**config.mk**
```make
export PLATFORM = sky130hd
export DESIGN_NAME = traffic_light_controller_param
export DESIGN_NICKNAME = d
export VERILOG_FILES = /design/src/rtl/tlc_pkg.sv /design/src/rtl/tlc_phase_timer.sv /design/src/rtl/traffic_light_controller_param.sv
export SDC_FILE = /design/constraint.sdc
export NUM_CORES = 1
export LEC_CHECK = 0
export ABC_AREA = 1
export CORE_MARGIN = 3
export CORE_UTILIZATION = 54
export CTS_CLUSTER_SIZE = 12
export DETAILED_ROUTE_END_ITERATION = 8
export PLACE_DENSITY = 0.76
export SLEW_MARGIN = 5
export SYNTH_ARGS = -nofsm -noshare
export SYNTH_HDL_FRONTEND = slang
export SYNTH_SLANG_ARGS = --single-unit
```
**constraint.sdc**
```tcl
create_clock -name clk -period 1.7 [get_ports clk]
set_input_delay 0.425 -clock clk [delete_from_list [all_inputs] [get_ports clk]]
set_output_delay 0.425 -clock clk [all_outputs]
set_load 0.02 [all_outputs]
```
**src/rtl/tlc_pkg.sv**
```systemverilog
// tlc_pkg: shared types and constants for the traffic light controller.
// State enum, per-approach lamp codes, default timing, lamp decode helper.
// Build option: TLC_EMERG_PREEMPT_EN adds the ST_EMG_GREEN state.
package tlc_pkg;

   localparam int TLC_NUM_DIR  = 4;
   localparam int TLC_CNT_W    = 8;
   localparam int TLC_GREEN_T  = 7;
   localparam int TLC_YELLOW_T = 2;
   localparam int TLC_ALLRED_T = 1;
   localparam int TLC_BLINK_T  = 4;

   // {red,yellow,green}
   localparam logic [2:0] LT_RED    = 3'b100;
   localparam logic [2:0] LT_YELLOW = 3'b010;
   localparam logic [2:0] LT_GREEN  = 3'b001;
   localparam logic [2:0] LT_OFF    = 3'b000;

   typedef enum logic [2:0] {
      ST_ALLRED    = 3'd0,
      ST_GREEN     = 3'd1,
      ST_YELLOW    = 3'd2,
      ST_FLASH     = 3'd3
`ifdef TLC_EMERG_PREEMPT_EN
      ,
      ST_EMG_GREEN = 3'd4
`endif
   } tlc_state_e;

   // Lamp for one approach; own = approach holds the phase.
   function automatic logic [2:0] tlc_lamp(
      tlc_state_e st,
      logic       own,
      logic       blink
   );
      logic [2:0] l;
      l = LT_RED;
      unique case (1'b1)
         (st == ST_FLASH):     l = blink ? LT_OFF : LT_YELLOW;
         (st == ST_YELLOW):    l = own ? LT_YELLOW : LT_RED;
         (st == ST_GREEN):     l = own ? LT_GREEN : LT_RED;
`ifdef TLC_EMERG_PREEMPT_EN
         (st == ST_EMG_GREEN): l = own ? LT_GREEN : LT_RED;
`endif
         default:              l = LT_RED;
      endcase
      return l;
   endfunction

endpackage

```
**src/rtl/tlc_phase_timer.sv**
```systemverilog
// tlc_phase_timer: loadable down-counter, expire while count is zero.
// Ports: clk, rst_n (async low), load, load_val[CNT_W], expire.
module tlc_phase_timer #(
   parameter int CNT_W = 8
) (
   input  logic             clk,
   input  logic             rst_n,
   input  logic             load,
   input  logic [CNT_W-1:0] load_val,
   output logic             expire
);

   logic [CNT_W-1:0] cnt;

   always_ff @(posedge clk or negedge rst_n) begin
      if (!rst_n) begin
         cnt <= '0;
      end else if (load) begin
         cnt <= load_val;
      end else if (cnt != '0) begin
         cnt <= cnt - 1'b1;
      end
   end

   assign expire = (cnt == '0);

endmodule

```
**src/rtl/traffic_light_controller_param.sv**
```systemverilog
// traffic_light_controller_param: N-approach rotating signal controller
// with flashing-yellow override and optional emergency preemption.
// Ports: clk, rst_n (async low), flash, emg_req, emg_dir -> emg_ack,
//        light[3*NUM_DIR] ({r,y,g} per approach), cur_dir.
// Build option: define TLC_EMERG_PREEMPT_EN to enable preemption;
// otherwise emg_req/emg_dir are ignored and emg_ack is 0.
module traffic_light_controller_param
   import tlc_pkg::*;
#(
   parameter int  NUM_DIR  = TLC_NUM_DIR,
   parameter int  CNT_W    = TLC_CNT_W,
   parameter int  GREEN_T  = TLC_GREEN_T,
   parameter int  YELLOW_T = TLC_YELLOW_T,
   parameter int  ALLRED_T = TLC_ALLRED_T,
   parameter int  BLINK_T  = TLC_BLINK_T,
   localparam int DW       = (NUM_DIR > 1) ? $clog2(NUM_DIR) : 1
) (
   input  logic                 clk,
   input  logic                 rst_n,
   input  logic                 flash,
   input  logic                 emg_req,
   input  logic [DW-1:0]        emg_dir,
   output logic                 emg_ack,
   output logic [3*NUM_DIR-1:0] light,
   output logic [DW-1:0]        cur_dir
);

   localparam logic [DW-1:0]    LAST   = DW'(NUM_DIR - 1);
   localparam logic [CNT_W-1:0] AR_LEN = CNT_W'(ALLRED_T - 1);
   localparam logic [CNT_W-1:0] GR_LEN = CNT_W'(GREEN_T - 1);
   localparam logic [CNT_W-1:0] YE_LEN = CNT_W'(YELLOW_T - 1);
   localparam logic [CNT_W-1:0] BK_LEN = CNT_W'(BLINK_T - 1);
   // First ALLRED after reset already spent one clock with count 0.
   localparam logic [CNT_W-1:0] AR_PRE =
      CNT_W'((ALLRED_T > 1) ? ALLRED_T - 2 : 0);

   tlc_state_e       state;
   tlc_state_e       nxt_state;
   logic [DW-1:0]    nxt_dir;
   logic [DW-1:0]    dir_inc;
   logic [DW-1:0]    tgt;
   logic [DW-1:0]    nxt_tgt;
   logic             pend;
   logic             nxt_pend;
   logic             primed;
   logic             prime_ld;
   logic             blink;
   logic             ph_load;
   logic             ph_exp;
   logic [CNT_W-1:0] ph_val;
   logic             bk_load;
   logic             bk_exp;

   assign dir_inc = (cur_dir == LAST) ? '0 : cur_dir + 1'b1;

   always_comb begin
      nxt_state = state;
      nxt_dir   = cur_dir;
      nxt_pend  = pend;
      nxt_tgt   = tgt;
      prime_ld  = 1'b0;
`ifdef TLC_EMERG_PREEMPT_EN
      // A request seen in YELLOW/ALLRED waits for the phase to finish.
      if (emg_req && !pend &&
          (state == ST_YELLOW || state == ST_ALLRED)) begin
         nxt_pend = 1'b1;
         nxt_tgt  = emg_dir;
      end
`endif
      if (flash) begin
         nxt_state = ST_FLASH;
         nxt_pend  = 1'b0;
      end else begin
         unique case (1'b1)
            (state == ST_ALLRED): begin
               if (!primed && ALLRED_T > 1) begin
                  prime_ld = 1'b1;
               end else if (ph_exp) begin
                  nxt_state = ST_GREEN;
                  nxt_dir   = dir_inc;
`ifdef TLC_EMERG_PREEMPT_EN
                  if (nxt_pend) begin
                     nxt_state = ST_EMG_GREEN;
                     nxt_dir   = nxt_tgt;
                     nxt_pend  = 1'b0;
                  end
`endif
               end
            end
            (state == ST_GREEN): begin
               if (ph_exp) begin
                  nxt_state = ST_YELLOW;
               end
`ifdef TLC_EMERG_PREEMPT_EN
               if (emg_req) begin
                  if (emg_dir == cur_dir) begin
                     nxt_state = ST_EMG_GREEN;
                  end else begin
                     nxt_state = ST_YELLOW;
                     nxt_pend  = 1'b1;
                     nxt_tgt   = emg_dir;
                  end
               end
`endif
            end
            (state == ST_YELLOW): begin
               if (ph_exp) begin
                  nxt_state = ST_ALLRED;
               end
            end
`ifdef TLC_EMERG_PREEMPT_EN
            (state == ST_EMG_GREEN): begin
               if (!emg_req) begin
                  nxt_state = ST_YELLOW;
               end
            end
`endif
            (state == ST_FLASH): begin
               nxt_state = ST_ALLRED;
               nxt_dir   = LAST;
               nxt_pend  = 1'b0;
            end
            default: begin
               nxt_state = ST_ALLRED;
            end
         endcase
      end
   end

   // Phase timer reloads on every state change with the new length.
   assign ph_load = prime_ld || (nxt_state != state);

   always_comb begin
      ph_val = '0;
      if (prime_ld) begin
         ph_val = AR_PRE;
      end else begin
         unique case (1'b1)
            (nxt_state == ST_ALLRED): ph_val = AR_LEN;
            (nxt_state == ST_GREEN):  ph_val = GR_LEN;
            (nxt_state == ST_YELLOW): ph_val = YE_LEN;
            default:                  ph_val = '0;
         endcase
      end
   end

   // Blink timer sits preloaded outside FLASH.
   assign bk_load = (state != ST_FLASH) || bk_exp;

   tlc_phase_timer #(
      .CNT_W(CNT_W)
   ) u_phase (
      .clk     (clk),
      .rst_n   (rst_n),
      .load    (ph_load),
      .load_val(ph_val),
      .expire  (ph_exp)
   );

   tlc_phase_timer #(
      .CNT_W(CNT_W)
   ) u_blink (
      .clk     (clk),
      .rst_n   (rst_n),
      .load    (bk_load),
      .load_val(BK_LEN),
      .expire  (bk_exp)
   );

   always_ff @(posedge clk or negedge rst_n) begin
      if (!rst_n) begin
         state   <= ST_ALLRED;
         cur_dir <= LAST;
         pend    <= 1'b0;
         tgt     <= '0;
         primed  <= 1'b0;
         blink   <= 1'b0;
      end else begin
         state   <= nxt_state;
         cur_dir <= nxt_dir;
         pend    <= nxt_pend;
         tgt     <= nxt_tgt;
         primed  <= 1'b1;
         if (state != ST_FLASH) begin
            blink <= 1'b0;
         end else if (bk_exp) begin
            blink <= ~blink;
         end
      end
   end

   always_comb begin
      light = '0;
      for (int k = 0; k < NUM_DIR; k++) begin
         light[3*k +: 3] = tlc_lamp(state, cur_dir == DW'(k), blink);
      end
   end

`ifdef TLC_EMERG_PREEMPT_EN
   assign emg_ack = (state == ST_EMG_GREEN);
`else
   assign emg_ack = 1'b0;
   logic unused_emg;
   assign unused_emg = ^{emg_req, emg_dir};
`endif

endmodule

```
# After elaboration in Yosys (flattened, before gate mapping)

Cells that the tools add are included.

Add/subtract/negate cells: 3
Equal/unequal tests: 11
Muxes and demuxes: 28
Bitwise operators: 2
Reduce and logical (&&, ||, !) cells: 12

Operators with widths:

| kind                                                | number |
|---|---|
| case mux 3 bit (3 select lines)                     | 5 |
| 2-to-1 mux 3 bit                                    | 12 |
| 2-to-1 mux 8 bit                                    | 4 |
| logical NOT 8 bit                                   | 2 |
| nonzero test 8 bit                                  | 2 |
| subtractor 8 x 1 -> 8 bit, second input constant    | 2 |
| equality test 3 x 2 -> 1 bit, second input constant | 3 |
| nonzero test 2 bit                                  | 4 |
| equality test 3 x 1 -> 1 bit, second input constant | 2 |
| 2-to-1 mux 2 bit                                    | 3 |
| case mux 3 bit (2 select lines)                     | 1 |
| equality test 2 bit, second input constant          | 2 |
| case mux 2 bit (2 select lines)                     | 1 |
| logical NOT 3 bit                                   | 1 |
| != test 3 x 2 -> 1 bit, second input constant       | 1 |
| != test 3 bit                                       | 1 |
| AND reduction 3 bit                                 | 1 |
| adder 2 x 1 -> 2 bit, second input constant         | 1 |
| equality test 2 x 1 -> 1 bit, second input constant | 1 |
| logical NOT 2 bit                                   | 1 |
| 2-to-1 mux 1 bit                                    | 2 |
| != test 2 bit, second input constant                | 1 |
| NOT 1 bit                                           | 2 |
| logical OR 1 bit                                    | 1 |

Flip-flop bits (word level): 22
Input port bits: 6
Output and inout bits: 15
Logic and storage cells: 61

# Longest topological paths before layout

Word-level depth: 7
Depth in mapped cells: 13
Mapped depth without buffers: 13

# Hierarchy

Synthesis repeated with hierarchy kept, for this count alone.

Cell total of the unflattened synthesis: 213
Area, all modules: 1524.0 um2

Modules (own cells, without submodules):

| module                         | instances | cells an instance | area an instance (um2) | seq. area each (um2) |
|---|---|---|---|---|
| tlc_phase_timer                | 2         | 71                | 513.0                  | 200.2 |
| traffic_light_controller_param | 1         | 71                | 498.0                  | 152.6 |

# Worst setup path after synthesis

Ideal clock, no wire load.

Path kind: reg-to-output
Start point: register cur_dir[0]
End point: output light[2]
Arrival: 1384 ps
Required time: 1275 ps
Setup slack: -109 ps
Stages on the path, launching flop included: 4
Path buffers: 0
Path through: dfstp_2 > inv_1 > ha_1 > o21ai_0

Word-level cells in the longest chain between the ends: 3
Elaborated cells between the ends (all ways): 4
Classes of those cells: 3 x mux; 1 x reduce/logical

Ends and longest elaborated chain:

| element                                    | RTL line                              | source |
|---|---|---|
| start: declaration                         | traffic_light_controller_param.sv:25  | `output logic [DW-1:0] cur_dir` |
| start signal: assignment                   | traffic_light_controller_param.sv:180 | `cur_dir <= nxt_dir;` |
| logical NOT 2 bit *                        | traffic_light_controller_param.sv:195 | `light[3*k +: 3] = tlc_lamp(state, cur_dir == DW'(k), blink);` |
| 2-to-1 mux 3 bit, on equally long branches | tlc_pkg.sv:41, tlc_pkg.sv:40          |  |
| case mux 3 bit (3 select lines) *          | tlc_pkg.sv:38                         | `unique case (1'b1)` |
| end: declaration                           | traffic_light_controller_param.sv:24  | `output logic [3*NUM_DIR-1:0] light,` |

Mark *: on every way between the ends. The rest lies on a longest branch, timed or not.

# Worst setup path after layout

Start point: register state[1]
End point: output light[2]

Word-level cells in the longest chain between the ends: 2
Elaborated cells between the ends (all ways): 4
Classes of those cells: 3 x eq/ne; 1 x mux

Ends and longest elaborated chain:

| element                                              | RTL line                              | source |
|---|---|---|
| start: declaration                                   | traffic_light_controller_param.sv:37  | `tlc_state_e state;` |
| start signal: assignment                             | traffic_light_controller_param.sv:179 | `state <= nxt_state;` |
| equality test 3 x 1 -> 1 bit (tied with other cells) | tlc_pkg.sv:41                         | `(st == ST_GREEN): l = own ? LT_GREEN : LT_RED;` |
| case mux 3 bit (3 select lines) *                    | tlc_pkg.sv:38                         |  |

Marks and branches as above.

==> out/results.ini <==
[outcome]
status = complete, but fails checks
violations = negative setup slack

[synthesis]
synth-simple-area-share = 0.325
synthArstFlopShare = 1.00
synth_top_area_frac = 0.346
synth_top_family_by_area = simple AND/OR/NAND/NOR gates
synth.distinct_cells = 28
seq_area_frac_synth = 0.383
synthTopCellsByArea = dfrtp_1 (35%), ha_1 (6.9%), inv_1 (6.0%)
synth_edf_count = 0
synth.ff_latch_count = 22
synth_xor_area_frac = 0.0364
postSynthCellCount = 181
syn-cell-area_um2 = 1450
synthFlopType = dfrtp_1
synthMuxAreaShare = 0
synth_top_cell_by_area = dfrtp_1
yosys_warnings = 0
avgSynthCellArea_um2 = 7.98
synth-compound-area-share = 0.102
synthAdderAreaFrac = 0.0693

[floorplanning]
die-area_um2 = 3330
start_util = 0.578
core-area_um2 = 2500
io_pins = 21
rows = 18
die_w_um = 57.7
die_h_um = 57.7

[placed_design]
preCtsSetupSlack_ns = -0.400
postPlaceCellArea_um2 = 1790
hpwl_mm = 2.47
portBuffers = 16
routabilityCongestion = 0.876

[sta]
finalWorstSetupSlack_ns = -0.300
setup_violations = 16
timing.fmax_mhz = 500
fin_crit_sh = 1.18
slew_violations = 0
grt_setup_unrepaired = yes
hold_viol = 0
fin_crit_ns = 2.00
finClkSkew_ns = 0.00176

[setup_path]
crit_start = state[1]$_DFF_PN0_
r2r_start = state[1]$_DFF_PN0_
endpoint = light[2]
crit_required_ns = 1.27
path_max_fanout = 5
arrival_ns = 1.58
end_kind = primary output
critPathKind = flip-flop to primary output
r2r_cells = 12
r2r-end = u_phase.cnt[0]$_DFFE_PN0P_
start_kind = flip-flop
reg2reg_slack_ns = -0.05

[final_layout]
multi_input_area_um2 = 967
syn_to_final_growth_pct = 43.9
final_nets = 244
fin_util = 0.832
drive_gt1_frac = 0.528
post-route-cell-area_um2 = 2080
final.fill_count = 145
antenna_cells = 0
seq_area_um2 = 553

[clocking]
holdBufCountCts = 0
ctsHtreeMaxLevel = 1
clock_tree.root_cell = clkbuf_4
cts_sinks = 22
worstSkewPairLatency_ns = 0.32
cts_buffers = 3
clockBufferDepth = 2
cts_tree = done
clkTransAtPathRegs_ns = 0.13

[power_and_ir_drop]
p_leak_uw = 0.000969
power_density_nw_per_um2 = 1400
irDropWorstVdd_mv = 1.24

[worst_hold_path]
min_path_type = input pin to async pin

[drt]
remaining_drc_errors = 0
detail_route.first_pass.iterations = 4
ant_nets = 0
routedWlPerCell_um = 16.3
vias = 1443
drt_iter0_drc = 59
wl_mm = 4.22
viasPerCell = 5.57

[grt]
grt_usage = 0.220
grtUsageMet1 = 0.262
use_met2 = 0.403
grt_pass1_wl_mm = 5.70
grt_pass1_vias = 1286
antenna_found_initial = 0
busiest_layer = met2
use_met3 = 0.0356
grt_max_degree = 23
grt_overflow = 0

[flow_run]
drv_cap = 0

-- worst min path at each step --
stage / from / endpoint / slack [ns] / cells after the start
3_3_place_gp: u_blink.cnt[0]$_DFFE_PN0P_ / u_blink.cnt[0]$_DFFE_PN0P_ / 0.42 / 1
4_1_cts: rst_n / u_blink.cnt[3]$_DFFE_PN0P_ / 0.46 / 2
6_report: rst_n / u_blink.cnt[5]$_DFFE_PN0P_ / 0.44 / 2
2_1_floorplan: rst_n / blink$_DFFE_PN0N_ / 0.13 / 0
5_1_grt: rst_n / u_blink.cnt[5]$_DFFE_PN0P_ / 0.44 / 2
3_5_place_dp: u_blink.cnt[0]$_DFFE_PN0P_ / u_blink.cnt[0]$_DFFE_PN0P_ / 0.44 / 1
-- area by class of cell --
class                           instances  area share
Clock buffer                            4      0.0174
Timing Repair Buffer                   44       0.176
Multi-Input combinational cell        130       0.465
Sequential cell                        22       0.266
Tap cell                               30      0.0181
Inverter                               29      0.0572
-- logic make-up after synthesis --
kind of cell / Yosys count
adders and majority gates: 8
and+or+nand+nor: 88
xor gates and xnor gates: 6
AOI/OAI and AO/OA: 26
DFF: 22
buffers and inverters: 30
other: 1
-- Yosys cell counts, drive strengths merged, types with 2 or more instances --
master,count
nand2,32
nor2,31
inv,29
dfrtp,20
o21ai,17
nand3,10
ha,8
a21oi,7
nor3,7
xor2,6
nand4,5
dfstp,2
or2,2
-- power breakdown --
| part | leakage [uW] | internal [uW] | switching, uW |
|---|---|---|---|
| clock | 0.0000210 | 131 | 171 |
| sequential | 0.000279 | 630 | 123 |
| combinational | 0.000669 | 771 | 1080 |
| total | 0.000969 | 1530 | 1370 |
-- layer usage --
layer | wire [um] | vias up
met5 | 0 | -
met4 | 128 | 0
met3 | 184 | 16
met2 | 2220 | 51
met1 | 1690 | 701
li1 | - | 675
-- placed cells by master, fill, tap and decap left out, types with 2 or more instances in the layout --
cell type and instances:
dfstp_2 2, nor2_2 7, inv_1 12, nand2_4 3, nand2_2 12, clkbuf_4 3
clkbuf_2 2, a21oi_2 3, xor2_1 6, inv_2 13, nor2_4 7, clkdlybuf4s50_1 2
nand4_1 5, o21ai_2 5, nor3_4 2, buf_2 2, nand2_1 17, ha_1 3
nand3_2 4, buf_4 27, a21oi_1 4, buf_6 11, inv_4 4, nor2_1 17
dfrtp_1 20, nor3_2 2, ha_4 4, nor3_1 3, o21ai_1 7, nand3_4 2
conb_1 2, nand3_1 4, o21ai_0 5
-- what timing repair did --
| action | in CTS | in global routing |
|---|---|---|
| gates resized for setup | 86 | 57 |
| pin swaps | 6 | 18 |
| buffers inserted | 4 | 4 |
| setup endpoints to repair | 22 | 22 |
-- critical path, cell delays in order, from the launching register on --
cell,delay (ns)
dfrtp_1,0.42
inv_2,0.11
nand2_2,0.07
nor2_4,0.12
inv_2,0.06
nand2_2,0.09
inv_4,0.06
nand2_4,0.10
o21ai_1,0.07
buf_2,0.16
-- flip-flops by register name (all words and copies together), names as in the netlist --
name         count
u_phase.cnt      8
state            3
u_blink.cnt      8
blink            1
cur_dir          2
-- metrics by stage --
stage               total power [uW]  TNS [ns]  std cells  hold slack [ns]
finish                          2900     -2.97        259            0.441
CTS                             2490     -2.24        255            0.458
global placement                2040     -3.69        247            0.423
detailed placement              2100     -4.26        247            0.443
global route                    3080     -4.39        259            0.441
floorplan                       1590    -0.314        182            0.129
No activity file was read; power rests on OpenSTA's default activity.
